$ cat config.mk
export PLATFORM = sky130hd
export DESIGN_NAME = ctrl_fsm
export DESIGN_NICKNAME = d
export VERILOG_FILES = /design/src/rtl/ctrl_fsm.sv
export SDC_FILE = /design/constraint.sdc
export NUM_CORES = 1
export LEC_CHECK = 0
export ABC_AREA = 1
export CAP_MARGIN = 20
export CORE_MARGIN = 3
export CORE_UTILIZATION = 45
export DETAILED_ROUTE_END_ITERATION = 6
export PLACE_DENSITY = 0.78
export SYNTH_ARGS = -nofsm -noshare
export SYNTH_HDL_FRONTEND = slang
export SYNTH_SLANG_ARGS = --single-unit
$ cat constraint.sdc
create_clock -name clk -period 1.7 [get_ports clk]
set_clock_uncertainty 0.05 [all_clocks]
set_input_delay 0.425 -clock clk [delete_from_list [all_inputs] [get_ports clk]]
set_output_delay 0.425 -clock clk [all_outputs]
set_load 0.02 [all_outputs]
$ cat src/rtl/ctrl_fsm.sv
// Multicycle main control FSM for the mips core: FETCH/DCD/EXE/ALUWB/MEMRD/MEMWB/MEMWR/BR/JMP.
// Optional macro CTRL_JAL_EN enables jal decode; without it opcode 000011 is illegal.
module ctrl_fsm (
    input  logic       clk,
    input  logic       rst,
    input  logic [5:0] Op,
    input  logic [5:0] Funct,
    input  logic       Zero,
    output logic       PCWr,
    output logic       IRWr,
    output logic       RFWr,
    output logic       DMWr,
    output logic [1:0] EXTOp,
    output logic [1:0] ALUOp,
    output logic [1:0] NPCOp,
    output logic       BSel,
    output logic [1:0] GPRSel,
    output logic [1:0] WDSel,
    output logic       Illegal
);

    localparam logic [5:0] OP_RTYPE = 6'b000000;
    localparam logic [5:0] OP_ORI   = 6'b001101;
    localparam logic [5:0] OP_LUI   = 6'b001111;
    localparam logic [5:0] OP_LW    = 6'b100011;
    localparam logic [5:0] OP_SW    = 6'b101011;
    localparam logic [5:0] OP_BEQ   = 6'b000100;
    localparam logic [5:0] OP_J     = 6'b000010;
    localparam logic [5:0] OP_JAL   = 6'b000011;
    localparam logic [5:0] FN_ADDU  = 6'b100001;
    localparam logic [5:0] FN_SUBU  = 6'b100011;

    typedef enum logic [3:0] {
        S_FETCH,
        S_DCD,
        S_EXE,
        S_ALUWB,
        S_MEMRD,
        S_MEMWB,
        S_MEMWR,
        S_BR,
        S_JMP
    } state_t;

    state_t     r_state;
    state_t     w_next;
    logic [5:0] r_op;
    logic [5:0] r_funct;

    logic w_is_addu;
    logic w_is_subu;
    logic w_is_rtype;
    logic w_is_ori;
    logic w_is_lui;
    logic w_is_lw;
    logic w_is_sw;
    logic w_is_beq;
    logic w_is_j;
    logic w_is_jal;
    logic w_is_alu_i;
    logic w_is_mem;
    logic w_legal;

    logic       w_bsel_ex;
    logic [1:0] w_extop_ex;
    logic [1:0] w_aluop_ex;

    // All decode below looks at the shadow copy; IM output moves once PC updates.
    assign w_is_addu  = (r_op == OP_RTYPE) && (r_funct == FN_ADDU);
    assign w_is_subu  = (r_op == OP_RTYPE) && (r_funct == FN_SUBU);
    assign w_is_rtype = w_is_addu || w_is_subu;
    assign w_is_ori   = (r_op == OP_ORI);
    assign w_is_lui   = (r_op == OP_LUI);
    assign w_is_lw    = (r_op == OP_LW);
    assign w_is_sw    = (r_op == OP_SW);
    assign w_is_beq   = (r_op == OP_BEQ);
    assign w_is_j     = (r_op == OP_J);
`ifdef CTRL_JAL_EN
    assign w_is_jal   = (r_op == OP_JAL);
`else
    assign w_is_jal   = 1'b0;
`endif
    assign w_is_alu_i = w_is_ori || w_is_lui;
    assign w_is_mem   = w_is_lw || w_is_sw;
    assign w_legal    = w_is_rtype || w_is_alu_i || w_is_mem ||
                        w_is_beq || w_is_j || w_is_jal;

    always_ff @(posedge clk) begin
        if (rst) begin
            r_state <= S_FETCH;
            r_op    <= '0;
            r_funct <= '0;
        end else begin
            r_state <= w_next;
            if (r_state == S_FETCH) begin
                r_op    <= Op;
                r_funct <= Funct;
            end
        end
    end

    always_comb begin
        w_next = S_FETCH;
        case (r_state)
            S_FETCH: w_next = S_DCD;
            S_DCD: begin
                if (w_is_rtype || w_is_alu_i || w_is_mem) begin
                    w_next = S_EXE;
                end else if (w_is_beq) begin
                    w_next = S_BR;
                end else if (w_is_j || w_is_jal) begin
                    w_next = S_JMP;
                end else begin
                    w_next = S_FETCH;
                end
            end
            S_EXE: begin
                if (w_is_lw) begin
                    w_next = S_MEMRD;
                end else if (w_is_sw) begin
                    w_next = S_MEMWR;
                end else begin
                    w_next = S_ALUWB;
                end
            end
            S_MEMRD: w_next = S_MEMWB;
            default: w_next = S_FETCH;
        endcase
    end

    // ALU/EXT selects shared by EXE and the states that must hold them afterwards.
    always_comb begin
        w_bsel_ex  = 1'b0;
        w_extop_ex = 2'b00;
        w_aluop_ex = 2'b00;
        if (w_is_subu) begin
            w_aluop_ex = 2'b01;
        end else if (w_is_ori) begin
            w_bsel_ex  = 1'b1;
            w_aluop_ex = 2'b10;
        end else if (w_is_lui) begin
            w_bsel_ex  = 1'b1;
            w_extop_ex = 2'b10;
        end else if (w_is_mem) begin
            w_bsel_ex  = 1'b1;
            w_extop_ex = 2'b01;
        end
    end

    always_comb begin
        PCWr    = 1'b0;
        IRWr    = 1'b0;
        RFWr    = 1'b0;
        DMWr    = 1'b0;
        EXTOp   = 2'b00;
        ALUOp   = 2'b00;
        NPCOp   = 2'b00;
        BSel    = 1'b0;
        GPRSel  = 2'b00;
        WDSel   = 2'b00;
        Illegal = 1'b0;
        if (!rst) begin
            case (r_state)
                S_FETCH: begin
                    PCWr = 1'b1;
                    IRWr = 1'b1;
                end
                S_DCD: Illegal = !w_legal;
                S_EXE, S_MEMRD: begin
                    BSel  = w_bsel_ex;
                    EXTOp = w_extop_ex;
                    ALUOp = w_aluop_ex;
                end
                S_ALUWB: begin
                    BSel   = w_bsel_ex;
                    EXTOp  = w_extop_ex;
                    ALUOp  = w_aluop_ex;
                    RFWr   = 1'b1;
                    GPRSel = w_is_rtype ? 2'b01 : 2'b00;
                end
                S_MEMWB: begin
                    RFWr  = 1'b1;
                    WDSel = 2'b01;
                end
                S_MEMWR: begin
                    BSel  = w_bsel_ex;
                    EXTOp = w_extop_ex;
                    ALUOp = w_aluop_ex;
                    DMWr  = 1'b1;
                end
                S_BR: begin
                    ALUOp = 2'b01;
                    EXTOp = 2'b01;
                    NPCOp = 2'b01;
                    PCWr  = Zero;
                end
                S_JMP: begin
                    NPCOp = 2'b10;
                    PCWr  = 1'b1;
                    if (w_is_jal) begin
                        RFWr   = 1'b1;
                        GPRSel = 2'b10;
                        WDSel  = 2'b10;
                    end
                end
                default: ;
            endcase
        end
    end

endmodule

==> results of run 1 <==
[per-stage QoR]
stage | util, % | cell area (µm²)
after CTS | 87.19 | 1763
after global placement | 75.68 | 1530
after detailed placement | 75.68 | 1530
after floorplan | - | 996.0
[timing repair]
action | 4_1_cts
setup buffers | 14
cloned | 0
endpoints found under the setup margin | 14
pin swaps | 18
gates resized for setup | 127
[cells by family after synthesis]
| family | count (synthesis) | share of synthesized area (%) |
|---|---|---|
| simple gates | 70 | 34.64 |
| compound gates | 30 | 18.08 |
| other cells | 1 | 0.3789 |
| buf+inv | 32 | 14.54 |
| flops | 16 | 32.36 |
==> metrics.md, run 1 <==
| Metric | Value |
|---|---|
| Status | `aborted with a tool error` |
| Fail Step | `global routing (5_1_grt)` |
| First error | `[ERROR DPL-0033] detailed placement checks failed during check placement.` |
| Unique masters post-synth | `26` |
| CTS Buf Count | `3` |
| CTS H-tree depth | `1` |
| Vert. Die Dim | `52.90 µm` |
| Starting Density | `48.95%` |
| Ys async rst share | `0%` |
| Dpl ws | `-0.7736 ns` |
| Cts hold-fix bufs | `0` |
| Max Root-Sink Buffers | `2` |
| Pin count of the biggest net entering global routing | `22` |
| Most frequent cell after synthesis | `nand2_1` |
| GRT worst endpoint | `ALUOp[0]` |
| Die width | `between 50 and 60 µm` |
| Root buffer cell | `clkbuf_4` |
| Std-Cell Rows | `16` |
| Syn avg cell area | `6.642 µm²` |
| Mapped cell area | `989.7 µm²` |
| #FFs+latches synth | `16` |
| Yosys top cell area share | `around a third` |
| Sequential share of the synthesized area | `~32%` |
| Top FF cell, synth | `dfxtp_1` |
| Top cells by area, synth | `dfxtp_1, nand2_1, inv_1` |
| Post-Synthesis Cells | `149` |
| Routability cong. | `0.8844` |
| Number of flops mapped to enable cells by yosys | `0` |
| CTS Sinks | `16` |
| DP Wirelength | `2255 µm` |
| Initial antenna violation count | `0` |
| Port buffer count | `28` |
| Placed cell count | `235` |
| Top-Level Pins | `31` |
| Worst EP Category | `output port` |
| Yosys warns | `0` |
| Top cell type by total area after synthesis | `dfxtp_1` |
| Top cells by count, synth | `nand2_1, inv_1, nor2_1` |
==> run 2, diff against run 1 <==
--- a/config.mk
+++ b/config.mk
@@ -7,10 +7,10 @@
 export LEC_CHECK = 0
 export ABC_AREA = 1
 export CAP_MARGIN = 20
-export CORE_MARGIN = 3
-export CORE_UTILIZATION = 45
+export CORE_AREA = 3 3 64 66
 export DETAILED_ROUTE_END_ITERATION = 6
-export PLACE_DENSITY = 0.78
+export DIE_AREA = 0 0 67 69
+export PLACE_DENSITY_LB_ADDON = 0.15
 export SYNTH_ARGS = -nofsm -noshare
 export SYNTH_HDL_FRONTEND = slang
 export SYNTH_SLANG_ARGS = --single-unit
==> metrics.md, run 2 <==
| Metric | Value |
|---|---|
| Number of fill cells | `375` |
| Placed cell count | `258 (was 235)` |
| Final Util | `52.41%` |
| Unique masters post-synth | `26 (unchanged)` |
| Largest fanout on the critical path | `4` |
| Final WL | `2924 µm` |
| Antenna viol nets, final | `0` |
| DRC | `0` |
| Count of final hold-check violations | `0` |
| Sequential share of the synthesized area | `32.36% (unchanged)` |
| Max Root-Sink Buffers | `2 (unchanged)` |
| CP Capture Type | `output pin` |
| CTS tree | `built` |
| Yosys top cell area share | `32.36% (unchanged)` |
| Most common cell after layout, fill and taps aside | `buf_4` |
| Syn avg cell area | `6.642 µm² (unchanged)` |
| Root buffer cell | `clkbuf_8 (was clkbuf_4)` |
| Worst EP arrival | `between 1 and 1.5 ns` |
| Port buffer count | `28 (unchanged)` |
| Max-slew violations | `0` |
| Flop pwr share | `35.0%` |
| Power density cells | `677.4 nW/µm²` |
| Crit-path slowest cell | `dfxtp_2` |
| Worst min-delay path class | `register to register` |
| Violated checks | `setup timing` |
| Std-Cell Rows | `22 (was 16)` |
| Combinational share of power | `a little under two fifths` |
| Global-route wire length before repair | `4788 µm` |
| Most frequent cell after synthesis | `nand2_1 (unchanged)` |
| CP required | `1.22 ns` |
| Top cell type by total area after synthesis | `dfxtp_1 (unchanged)` |
| Switching fraction of total power | `32.81%` |
| Psw | `423.2 µW` |
| Max stage delay on crit path | `approximately 0.33 ns` |
| Total GRT Usage | `13.08%` |
| Post-Synthesis Cells | `149 (unchanged)` |
| CTS Sinks | `16 (unchanged)` |
| Yosys warns | `0 (unchanged)` |
| Setup CP Type | `register to output pin` |
| Post-route minimum period | `1.891 ns` |
| Cts hold-fix bufs | `0 (unchanged)` |
| Final setup margin | `-0.1910 ns` |
| Status | `finished, violations left (was aborted with a tool error)` |
| CTS H-tree depth | `1 (unchanged)` |
| Vias in the first global route | `1190` |
| Hold slack | `roughly 0.47 ns` |
| CTS clock-pin slew for the worst setup and hold paths | `0.07 ns` |
| CP Cell Sequence | `inv_4, nand2_4, nor2_4, nand2_4, nor2_2, nand2_1, a21oi_2, buf_4` |
| Starting Density | `27.24% (was 48.95%)` |
| Die width | `67 µm (was 52.90 µm)` |
| Number of flops mapped to enable cells by yosys | `0 (unchanged)` |
| Routability cong. | `0.8284 (was 0.8844)` |
| Top FF cell, synth | `dfxtp_1 (unchanged)` |
| Mapped cell area | `989.7 µm² (unchanged)` |
| Worst vdd ir | `between 0.0004 and 0.0005 V` |
| Drt pass-1 iters | `4` |
| Worst-Skew Late Latency | `0.25 ns` |
| Top-Level Pins | `31 (unchanged)` |
| Avg WL per Cell | `around 11 µm` |
| WP buf/inv | `2` |
| Initial antenna violation count | `0` |
| Vert. Die Dim | `69 µm (was 52.90 µm)` |
| Final setup fails | `8` |
| P_int | `866.7 µW` |
| Most frequent CP cell | `nand2_4` |
| CP top delay family | `simple AND/OR/NAND/NOR gates` |
| Initial DRC count | `24` |
| Top cells by area, synth | `dfxtp_1, nand2_1, inv_1 (unchanged)` |
| CTS Buf Count | `3 (unchanged)` |
| RSZ-0062 raised after global routing | `yes` |
| #FFs+latches synth | `16 (unchanged)` |
| Fmax | `0.5288 GHz` |
| Syn-to-layout area delta | `92.42%` |
| Final nets | `243` |
| Biggest regs | `r_funct (6), r_op (6), r_state (4)` |
| Pin count of the biggest net entering global routing | `22` |
| Die Area | `between 4000 and 5000 µm²` |
| Clk pwr share | `27.1%` |
| Commonest cells after routing, fill and taps aside | `buf_4, nand2_1, inv_2, nor2_1, clkdlybuf4s50_1` |
| MaxCap Viol Count | `0` |
| Top cells by count, synth | `nand2_1, inv_1, nor2_1 (unchanged)` |
| DP Wirelength | `2160 µm (was 2255 µm)` |
| Post-Layout Cell Count | `275` |
| Core region area | `3633 µm²` |
| Ys async rst share | `0% (unchanged)` |
| Total number of vias | `1209` |
| N_diodes | `0` |
| Fraction of layout cells with a size suffix above 1 | `roughly three fifths` |
| Vias per cell | `4.396` |
| Congestion Overflow GR | `0` |
| Leakage | `~0.85 nW` |
| Period Utilization, post-route | `111.2%` |
| Setup crit start kind | `register` |
[run 2: cell counts after synthesis]
No cell type changed its count.
[run 2: kinds of logic after synthesis]
group | share of synthesized area, %
and+or+nand+nor | 34.64
buffers and inverters | 14.54
AOI/OAI and AO/OA | 18.08
DFF | 32.36
other | 0.3789
[run 2: final timing paths]
| check | start | end | slack, ns | depth (start not counted) |
|---|---|---|---|---|
| max | r_op[5] | ALUOp[0] | -0.19 | 8 |
| min | r_funct[1] | r_funct[1] | 0.47 | 2 |
| max reg2reg | r_op[4] | r_state[0] | 0.12 | 11 |
| min reg2reg | r_funct[1] | r_funct[1] | 0.47 | 2 |
[run 2: final cells by class]
type	instances	area, µm²	share of cell area [%]
multi-input combinational	102	696.9	36.60
clock buffer	4	55.05	2.891
inverter	27	111.4	5.848
sequential	16	334.1	17.54
tap	48	60.06	3.154
timing repair buffer	78	646.9	33.97
[run 2: tightest hold or removal path: cells and delay by family, from the launching register on]
| kind | cells | cell delay [ns] |
|---|---|---|
| DFF | 1 | 0.32 |
| AOI/OAI and AO/OA | 1 | 0.09 |
| and+or+nand+nor | 1 | 0.08 |
[run 2: layer usage]
metal,routed length (µm),vias to the layer above,global-route usage (%)
met5,0,-,0
met4,86,0,6.757
met3,154,9,2.280
met2,1547,30,23.36
met1,1136,535,14.13
li1,-,635,-
[run 2: power by group through the flow]
stage | combinational, mW | clock (mW) | sequential, mW
after floorplan | 0.215 | 0 | 0.446
after global placement | 0.387 | 0 | 0.449
after detailed placement | 0.392 | 0 | 0.450
after CTS | 0.458 | 0.358 | 0.452
after global routing | 0.533 | 0.377 | 0.455
final | 0.489 | 0.349 | 0.452
[run 2: stage by stage]
| step | worst slack, ns | instance area, µm² | total power, mW | TNS (ns) |
|---|---|---|---|---|
| finish | -0.1910 | 1904 | 1.290 | -1.021 |
| global route | -0.2756 | 1904 | 1.366 | -1.788 |
| CTS | -0.1710 | 1789 | 1.269 | -1.147 |
| detailed placement | -0.7068 | 1572 | 0.8416 | -8.696 |
| global placement | -0.6947 | 1572 | 0.8362 | -8.585 |
| floorplan | 0.04736 | 996.0 | 0.6610 | 0 |
[run 2: timing repair]
action,in CTS,in global routing
gates resized for setup,122,26
setup endpoints to repair,14,14
setup buffers,11,4
pin swaps,15,14
No activity file was read; power rests on OpenSTA's default activity.
